[config.mk]
export PLATFORM = sky130hd
export DESIGN_NAME = npc_exec_ctrl
export DESIGN_NICKNAME = d
export VERILOG_FILES = /design/src/rtl/npc_exec_ctrl.sv
export SDC_FILE = /design/constraint.sdc
export NUM_CORES = 1
export LEC_CHECK = 0
export CAP_MARGIN = 30
export CORE_MARGIN = 5
export CORE_UTILIZATION = 46
export CTS_BUF_LIST = sky130_fd_sc_hd__clkbuf_16
export CTS_CLUSTER_DIAMETER = 60
export DETAILED_ROUTE_END_ITERATION = 8
export PLACE_DENSITY = 0.79
export SLEW_MARGIN = 20
export SYNTH_ARGS = -nofsm -noshare
export SYNTH_HDL_FRONTEND = slang
export SYNTH_SLANG_ARGS = --single-unit
[constraint.sdc]
create_clock -name clk -period 3.4 [get_ports clk]
set_input_delay 0.68 -clock clk [delete_from_list [all_inputs] [get_ports clk]]
set_output_delay 0.68 -clock clk [all_outputs]
set_load 0.01 [all_outputs]
[src/rtl/npc_exec_ctrl.sv]
// npc_exec_ctrl: multi-cycle FETCH/WAIT/EXEC sequencer for the NPC core.
// Owns the PC and the imem request handshake, latches the fetched word and
// executes ADDI / EBREAK against the register file. HALT is sticky until reset.
// Optional feature macro: ILLEGAL_TRAP_EN (undecoded words halt with code 2
// instead of retiring as a NOP).
module npc_exec_ctrl #(
  parameter logic [31:0] RESET_PC      = 32'h80000000,
  parameter logic [7:0]  FETCH_TIMEOUT = 8'd255
) (
  input  logic        clk,
  input  logic        reset,
  output logic        imem_req,
  output logic [31:0] imem_addr,
  input  logic        imem_rvalid,
  input  logic [31:0] imem_rdata,
  output logic [4:0]  rf_raddr,
  input  logic [31:0] rf_rdata,
  output logic [4:0]  rf_waddr,
  output logic [31:0] rf_wdata,
  output logic        rf_wen,
  output logic [31:0] pc,
  output logic        retire,
  output logic        halted,
  output logic [1:0]  halt_code
);

  typedef enum logic [1:0] {S_FETCH, S_WAIT, S_EXEC, S_HALT} state_t;

  localparam logic [1:0] HC_EBREAK  = 2'd1;
  localparam logic [1:0] HC_ILLEGAL = 2'd2;
  localparam logic [1:0] HC_TIMEOUT = 2'd3;

  state_t      state, state_nxt;
  logic [31:0] ir, ir_nxt, pc_nxt;
  logic [7:0]  wait_cnt, cnt_nxt;
  logic [1:0]  code_nxt;

  logic        is_addi, is_ebreak;
  logic [4:0]  rd;
  logic [31:0] imm, addi_sum;

  assign is_addi   = (ir[6:0] == 7'b0010011) && (ir[14:12] == 3'b000);
  assign is_ebreak = (ir == 32'h00100073);
  assign rd        = ir[11:7];
  assign imm       = {{20{ir[31]}}, ir[31:20]};
  assign addi_sum  = rf_rdata + imm;

  // State, PC, instruction and wait-counter registers; reset abandons any fetch
  always_ff @(posedge clk or negedge reset) begin
    if (!reset) begin
      state     <= S_FETCH;
      pc        <= RESET_PC;
      ir        <= '0;
      wait_cnt  <= '0;
      halt_code <= '0;
    end else begin
      state     <= state_nxt;
      pc        <= pc_nxt;
      ir        <= ir_nxt;
      wait_cnt  <= cnt_nxt;
      halt_code <= code_nxt;
    end
  end

  // Next-state decode and per-state output strobes
  always_comb begin
    state_nxt = state;
    pc_nxt    = pc;
    ir_nxt    = ir;
    cnt_nxt   = wait_cnt;
    code_nxt  = halt_code;
    imem_req  = 1'b0;
    imem_addr = '0;
    rf_raddr  = '0;
    rf_waddr  = '0;
    rf_wdata  = '0;
    rf_wen    = 1'b0;
    retire    = 1'b0;
    halted    = 1'b0;
    case (state)
      S_FETCH: begin
        // rvalid here belongs to no request of ours and is ignored
        imem_req  = 1'b1;
        imem_addr = pc;
        cnt_nxt   = '0;
        state_nxt = S_WAIT;
      end
      S_WAIT: begin
        imem_addr = pc;
        cnt_nxt   = wait_cnt + 8'd1;
        // rvalid takes priority over a timeout landing on the same cycle
        if (imem_rvalid) begin
          ir_nxt    = imem_rdata;
          state_nxt = S_EXEC;
        end else if (wait_cnt == FETCH_TIMEOUT) begin
          code_nxt  = HC_TIMEOUT;
          state_nxt = S_HALT;
        end
      end
      S_EXEC: begin
        rf_raddr = ir[19:15];
        if (is_ebreak) begin
          code_nxt  = HC_EBREAK;
          state_nxt = S_HALT;
        end else if (is_addi) begin
          // rd==0 discards the result but the instruction still retires
          if (rd != 5'd0) begin
            rf_wen   = 1'b1;
            rf_waddr = rd;
            rf_wdata = addi_sum;
          end
          retire    = 1'b1;
          pc_nxt    = pc + 32'd4;
          state_nxt = S_FETCH;
        end else begin
`ifdef ILLEGAL_TRAP_EN
          code_nxt  = HC_ILLEGAL;
          state_nxt = S_HALT;
`else
          retire    = 1'b1;
          pc_nxt    = pc + 32'd4;
          state_nxt = S_FETCH;
`endif
        end
      end
      S_HALT: begin
        halted = 1'b1;
      end
      default: state_nxt = S_FETCH;
    endcase
    // While reset is held the request port stays quiet even though state is FETCH
    if (!reset) begin
      imem_req  = 1'b0;
      imem_addr = '0;
    end
  end

endmodule
# --- Yosys cells after proc, flatten, opt, wreduce, memory -nomap -nowiden ---
# Cells that the tools add are included.
op_classes:
  addsub: 3
  multipliers: 0
  n_div: 0
  n_lt_le_gt_ge: 0
  eq_ne: 10
  n_shift: 0
  mux: 28
  n_bitwise: 1
  reduce_logical: 12
ops:
  columns: ["op", "count"]
  rows:
  - ["two-way mux 32 bit", 6]
  - ["adder 32 x 3 -> 32 bit (second input constant)", 1]
  - ["adder 32 bit", 1]
  - ["equality test 32 x 21 -> 1 bit (second input constant)", 1]
  - ["two-way mux 5 bit", 5]
  - ["one-hot mux 8 bit (2 select lines)", 1]
  - ["two-way mux 2 bit", 5]
  - ["two-way mux 1 bit", 9]
  - ["adder 8 x 1 -> 8 bit (second input constant)", 1]
  - ["equality test 8 bit (second input constant)", 1]
  - ["equality test 7 x 5 -> 1 bit (second input constant)", 1]
  - ["!= test 2 bit (second input constant)", 3]
  - ["one-hot mux 2 bit (3 select lines)", 1]
  - ["AND reduction 2 bit", 3]
  - ["nonzero test 5 bit", 1]
  - ["equality test 2 bit (second input constant)", 2]
  - ["one-hot mux 2 bit (2 select lines)", 1]
  - ["AND reduction 4 bit", 1]
  - ["nonzero test 2 bit", 2]
  - ["logical NOT 3 bit", 1]
  - ["!= test 3 bit (second input constant)", 1]
  - ["nonzero test 3 bit", 1]
  - ["equality test 2 x 1 -> 1 bit (second input constant)", 1]
  - ["logical NOT 2 bit", 1]
  - ["3 further kinds", 3]
word_totals:
  register_bits: 76
  latch_bits: 0
  ram_bits: 0
  mem_bits_ro: 0
  in_bits: 67
  output_inout_bits: 112
  word_cells: 59
  memories: 0

# --- Longest topological paths before layout ---
logic_depth:
  word_depth: 5
  ltp_mapped: 10

# --- Least setup slack after synthesis ---
# No wires, ideal clock.
synth_timing:
  path_type: "register to output"
  start: "reg ir[31]"
  end: "out rf_wdata[29]"
  t_arrival_ns: 2.544
  t_required_ns: 2.720
  path_slack_ns: 0.176
  stages_incl_launch_ff: 11
  path_buffers: 2
  path_cell_list: "dfrtp_1 > ha_1 > buf_6 > and4_2 > buf_2 > a31o_2 > a21oi_2 > o21a_1 > o221ai_1 > o21a_1 > nor3_1"
synth_via:
  elab_chain_len: 5
  elab_cells_between_ends: 6
  cone_classes: "add/sub: 1; eq/ne: 1; mux: 4"
synth_lines:
  columns: ["element", "line", "text"]
  rows:
  - ["start, declared", "34", "logic [31:0] ir, ir_nxt, pc_nxt;"]
  - ["start signal, assigned", "59", "ir <= ir_nxt;"]
  - ["adder 32 bit", "46", "assign addi_sum = rf_rdata + imm;"]
  - ["two-way mux 32 bit", "107", "if (rd != 5'd0) begin"]
  - ["two-way mux 32 bit", "105", "end else if (is_addi) begin"]
  - ["two-way mux 32 bit *", "102", "if (is_ebreak) begin"]
  - ["two-way mux 32 bit *", "80", "case (state)"]
  - ["end, declared", "19", "output logic [31:0] rf_wdata,"]
# Mark *: on every way between the ends. The rest lies on a longest branch, timed or not.

# --- Worst setup path after layout ---
layout_timing:
  start: "in rf_rdata[6]"
  end: "out rf_wdata[26]"
layout_via:
  elab_chain_len: 5
layout_lines:
  columns: ["element", "line", "text"]
  rows:
  - ["start, declared", "17", "input logic [31:0] rf_rdata,"]
  - ["adder 32 bit", "46", null]
  - ["two-way mux 32 bit", "107", null]
  - ["two-way mux 32 bit", "105", null]
  - ["two-way mux 32 bit", "102", null]
  - ["two-way mux 32 bit", "80", null]
# Every way passes these cells.

==> flow_metrics.tcl <==
set metrics [dict create \
    status "finished, violations left" \
    violations "setup timing" \
    placed_area_mm2 0.008396 \
    area_delta_synth_final_pct 67.36 \
    tightest_slew_ns 0.5991 \
    htreeDepth 3 \
    cts_made_buffers 9 \
    fmax_mhz 288.1 \
    drtIter0Drc 418 \
    num_vias 6077 \
    p_per_area_mw_per_mm2 766.3 \
    path_class "input port to output port" \
    fin_crit_sh 1.021 \
    final_nets 1026 \
    dpl_worst_slack_ns -0.9185 \
    vias_per_cell 5.555 \
    synth.avg_cell_area_um2 9.104 \
    ys_types 72 \
    final_area_mm2 0.009599 \
    drive_gt1_frac 0.3596 \
    cp-end-kind "output port" \
    ys_warn_count 0 \
    dp_cells 1053 \
    clock-sinks 74 \
    grt.overflow.total 0 \
    synth_cells 630 \
    rsz0062_at_grt "yes" \
    cap_violations 0 \
    synth.cell_area_mm2 0.005736 \
    grt_pass1_wl_um 32370 \
    whs_ns 0.3898 \
    firstDrtPassIters 5 \
    core_area_mm2 0.01211 \
    setup_violations 2 \
    crit_chain "clkdlybuf4s15_1, ha_4, a21o_1, a21oi_4, o21ai_4, o211a_1, o311a_1, o21a_1, nor3_2, buf_2" \
    slowest_delay_ns 0.36 \
    die_w_um 121.7 \
    fp.dieArea_mm2 0.01480 \
    die_h_um 121.7 \
    clkLatencyLatePin_ns 0.33 \
    synth-async-reset-ratio 1.000 \
    path_buf_inv 2 \
    io_pins 179 \
    critPathTopFamily "compound AO/OA/AOI/OAI gates" \
    fillCellCount 766 \
    drc 0 \
    fin_crit_ns 3.471 \
    clkTransAtPathRegs_ns 0.06 \
    cp_max_fo 4 \
    dp_hpwl_um 14690 \
    finalHoldViolations 0 \
    seq_area_frac_synth 0.3231 \
    row_count 40 \
    grt_pass1_vias 6551 \
    start_util 0.4736 \
    synth_edf_count 0 \
    ir_drop_v 0.0004862 \
    cts_tree "yes" \
    cp_data_required_time_ns 2.72 \
    wl_per_cell_um 19.51 \
    cp_data_arrival_time_ns 2.79 \
    holdCritPathClass "input port to async pin" \
    synth-seq-cells 74 \
    ant_nets 0 \
    gp_congestion 0.9371 \
    power.leakage_nw 4.334 \
    cts.path.max_buffers 2 \
    reg2reg_slack_ns 1.03 \
    start_kind "input port" \
    final_critical_path_setup_slack_ns -0.07112 \
    fin_cells 1094 \
    antenna_found_initial 1 \
    grt_max_degree 42 \
    final_max_slew_viol_count 0 \
    fin_worst_skew_ns 0.006692 \
    synth_ff_type "dfrtp_1" \
    grtUsageTotal 0.2723 \
    n_antenna_cell 0 \
    drt-total-wl_um 21340 \
    clockRootBuffer "clkbuf_16" \
    port_buffers 174 \
    slowest_stage "o311a_1" \
    relSlewSlack 0.5997 \
]
cells in the mapped netlist, types with 7 or more instances:
cell type / count / area (µm²)
and3_1: 13 / 81.33
inv_1: 14 / 52.55
xor2_1: 15 / 131.4
nand4_1: 16 / 100.1
a21oi_1: 34 / 170.2
a21o_1: 23 / 172.7
dfrtp_1: 73 / 1827
o21a_1: 7 / 52.55
xnor2_1: 37 / 324.1
ha_1: 37 / 462.9
nor3_1: 16 / 80.08
o21ai_0: 17 / 85.08
nand3_1: 36 / 180.2
nor2b_1: 7 / 43.79
clkbuf_1: 11 / 41.29
and2_1: 46 / 287.8
buf_4: 7 / 52.55
buf_2: 7 / 35.03
mux2_2: 33 / 371.6
nand2_1: 47 / 176.4
nor2_1: 41 / 153.9
metal layers:
layer	up-vias	GRT usage	wire, µm
li1	2834	-	-
met1	2918	0.3088	8164
met2	252	0.4860	11080
met3	71	0.06128	1310
met4	2	0.1246	771
met5	-	0	17
sequential cells by signal, indices dropped and copies added (netlist names):
name / count
ir: 32
wait_cnt: 8
pc: 30
halt_code: 2
state: 2
final timing paths:
check	from	endpoint	depth (start not counted)
min in group clk	halt_code[0]	halt_code[0]	1
max in group asynchronous	reset	ir[21]	3
worst min-delay path	reset	state[1]	2
worst max-delay path	rf_rdata[6]	rf_wdata[26]	10
worst min register to register	halt_code[0]	halt_code[0]	1
worst max register to register	ir[20]	pc[31]	10
logic make-up after synthesis:
logic type	share of synthesized area
multiplexers	0.07177
XOR/XNOR	0.07941
flip-flops	0.3231
AND/OR/NAND/NOR	0.2574
buffers and inverters	0.03970
AO/OA/AOI/OAI	0.1438
adder cells (fa/ha/maj)	0.08421
other	0.0006538
timing repair:
action                                  CTS  global route
pin swaps                                58            69
hold buffers                              0             0
endpoints found under the setup margin   31            27
gates resized for setup                 205            77
buffers inserted                         12            15
gates cloned                              0             1
cell type report:
| type | instances | area, µm² | share of cell area |
|---|---|---|---|
| Timing Repair Buffer | 310 | 2729 | 0.2843 |
| Inverter | 15 | 58.81 | 0.006126 |
| Multi-Input combinational cell | 511 | 4468 | 0.4655 |
| Clock buffer | 9 | 225.2 | 0.02346 |
| Tap cell | 168 | 210.2 | 0.02190 |
| Clock inverter | 7 | 55.05 | 0.005735 |
| Sequential cell | 74 | 1853 | 0.1930 |
where the power goes:
part,leakage [nW],internal [mW],switching (mW),total (mW)
Clock,0.154,0.554,0.340,0.895
Sequential,0.941,1.14,0.272,1.41
Combinational,3.24,2.63,2.42,5.05
Total,4.33,4.32,3.03,7.36
cells in the final DEF (no fill, tap or decap), drive strengths merged, types with 7 or more instances in the layout:
master / instances
a21o: 24
a21oi: 37
and2: 46
and3: 14
and4: 8
buf: 155
clkbuf: 18
clkdlybuf4s50: 118
dfrtp: 73
dlygate4sd2: 14
dlymetal6s2s: 9
ha: 37
inv: 18
mux2: 33
nand2: 47
nand3: 38
nand4: 17
nor2: 42
nor2b: 7
nor3: 19
o21a: 7
o21ai: 17
xnor2: 37
xor2: 15
per-stage QoR:
| step | utilization | power, mW | setup TNS, ns |
|---|---|---|---|
| finish | 0.7926 | 7.356 | -0.07991 |
| global route | 0.7926 | 7.791 | -0.8389 |
| CTS | 0.7593 | 6.690 | 0 |
| detailed placement | 0.6932 | 5.128 | -18.60 |
| global placement | 0.6932 | 4.994 | -16.77 |
| floorplan | - | 3.513 | 0 |
Note: power is estimated with default switching activity, not from simulation.
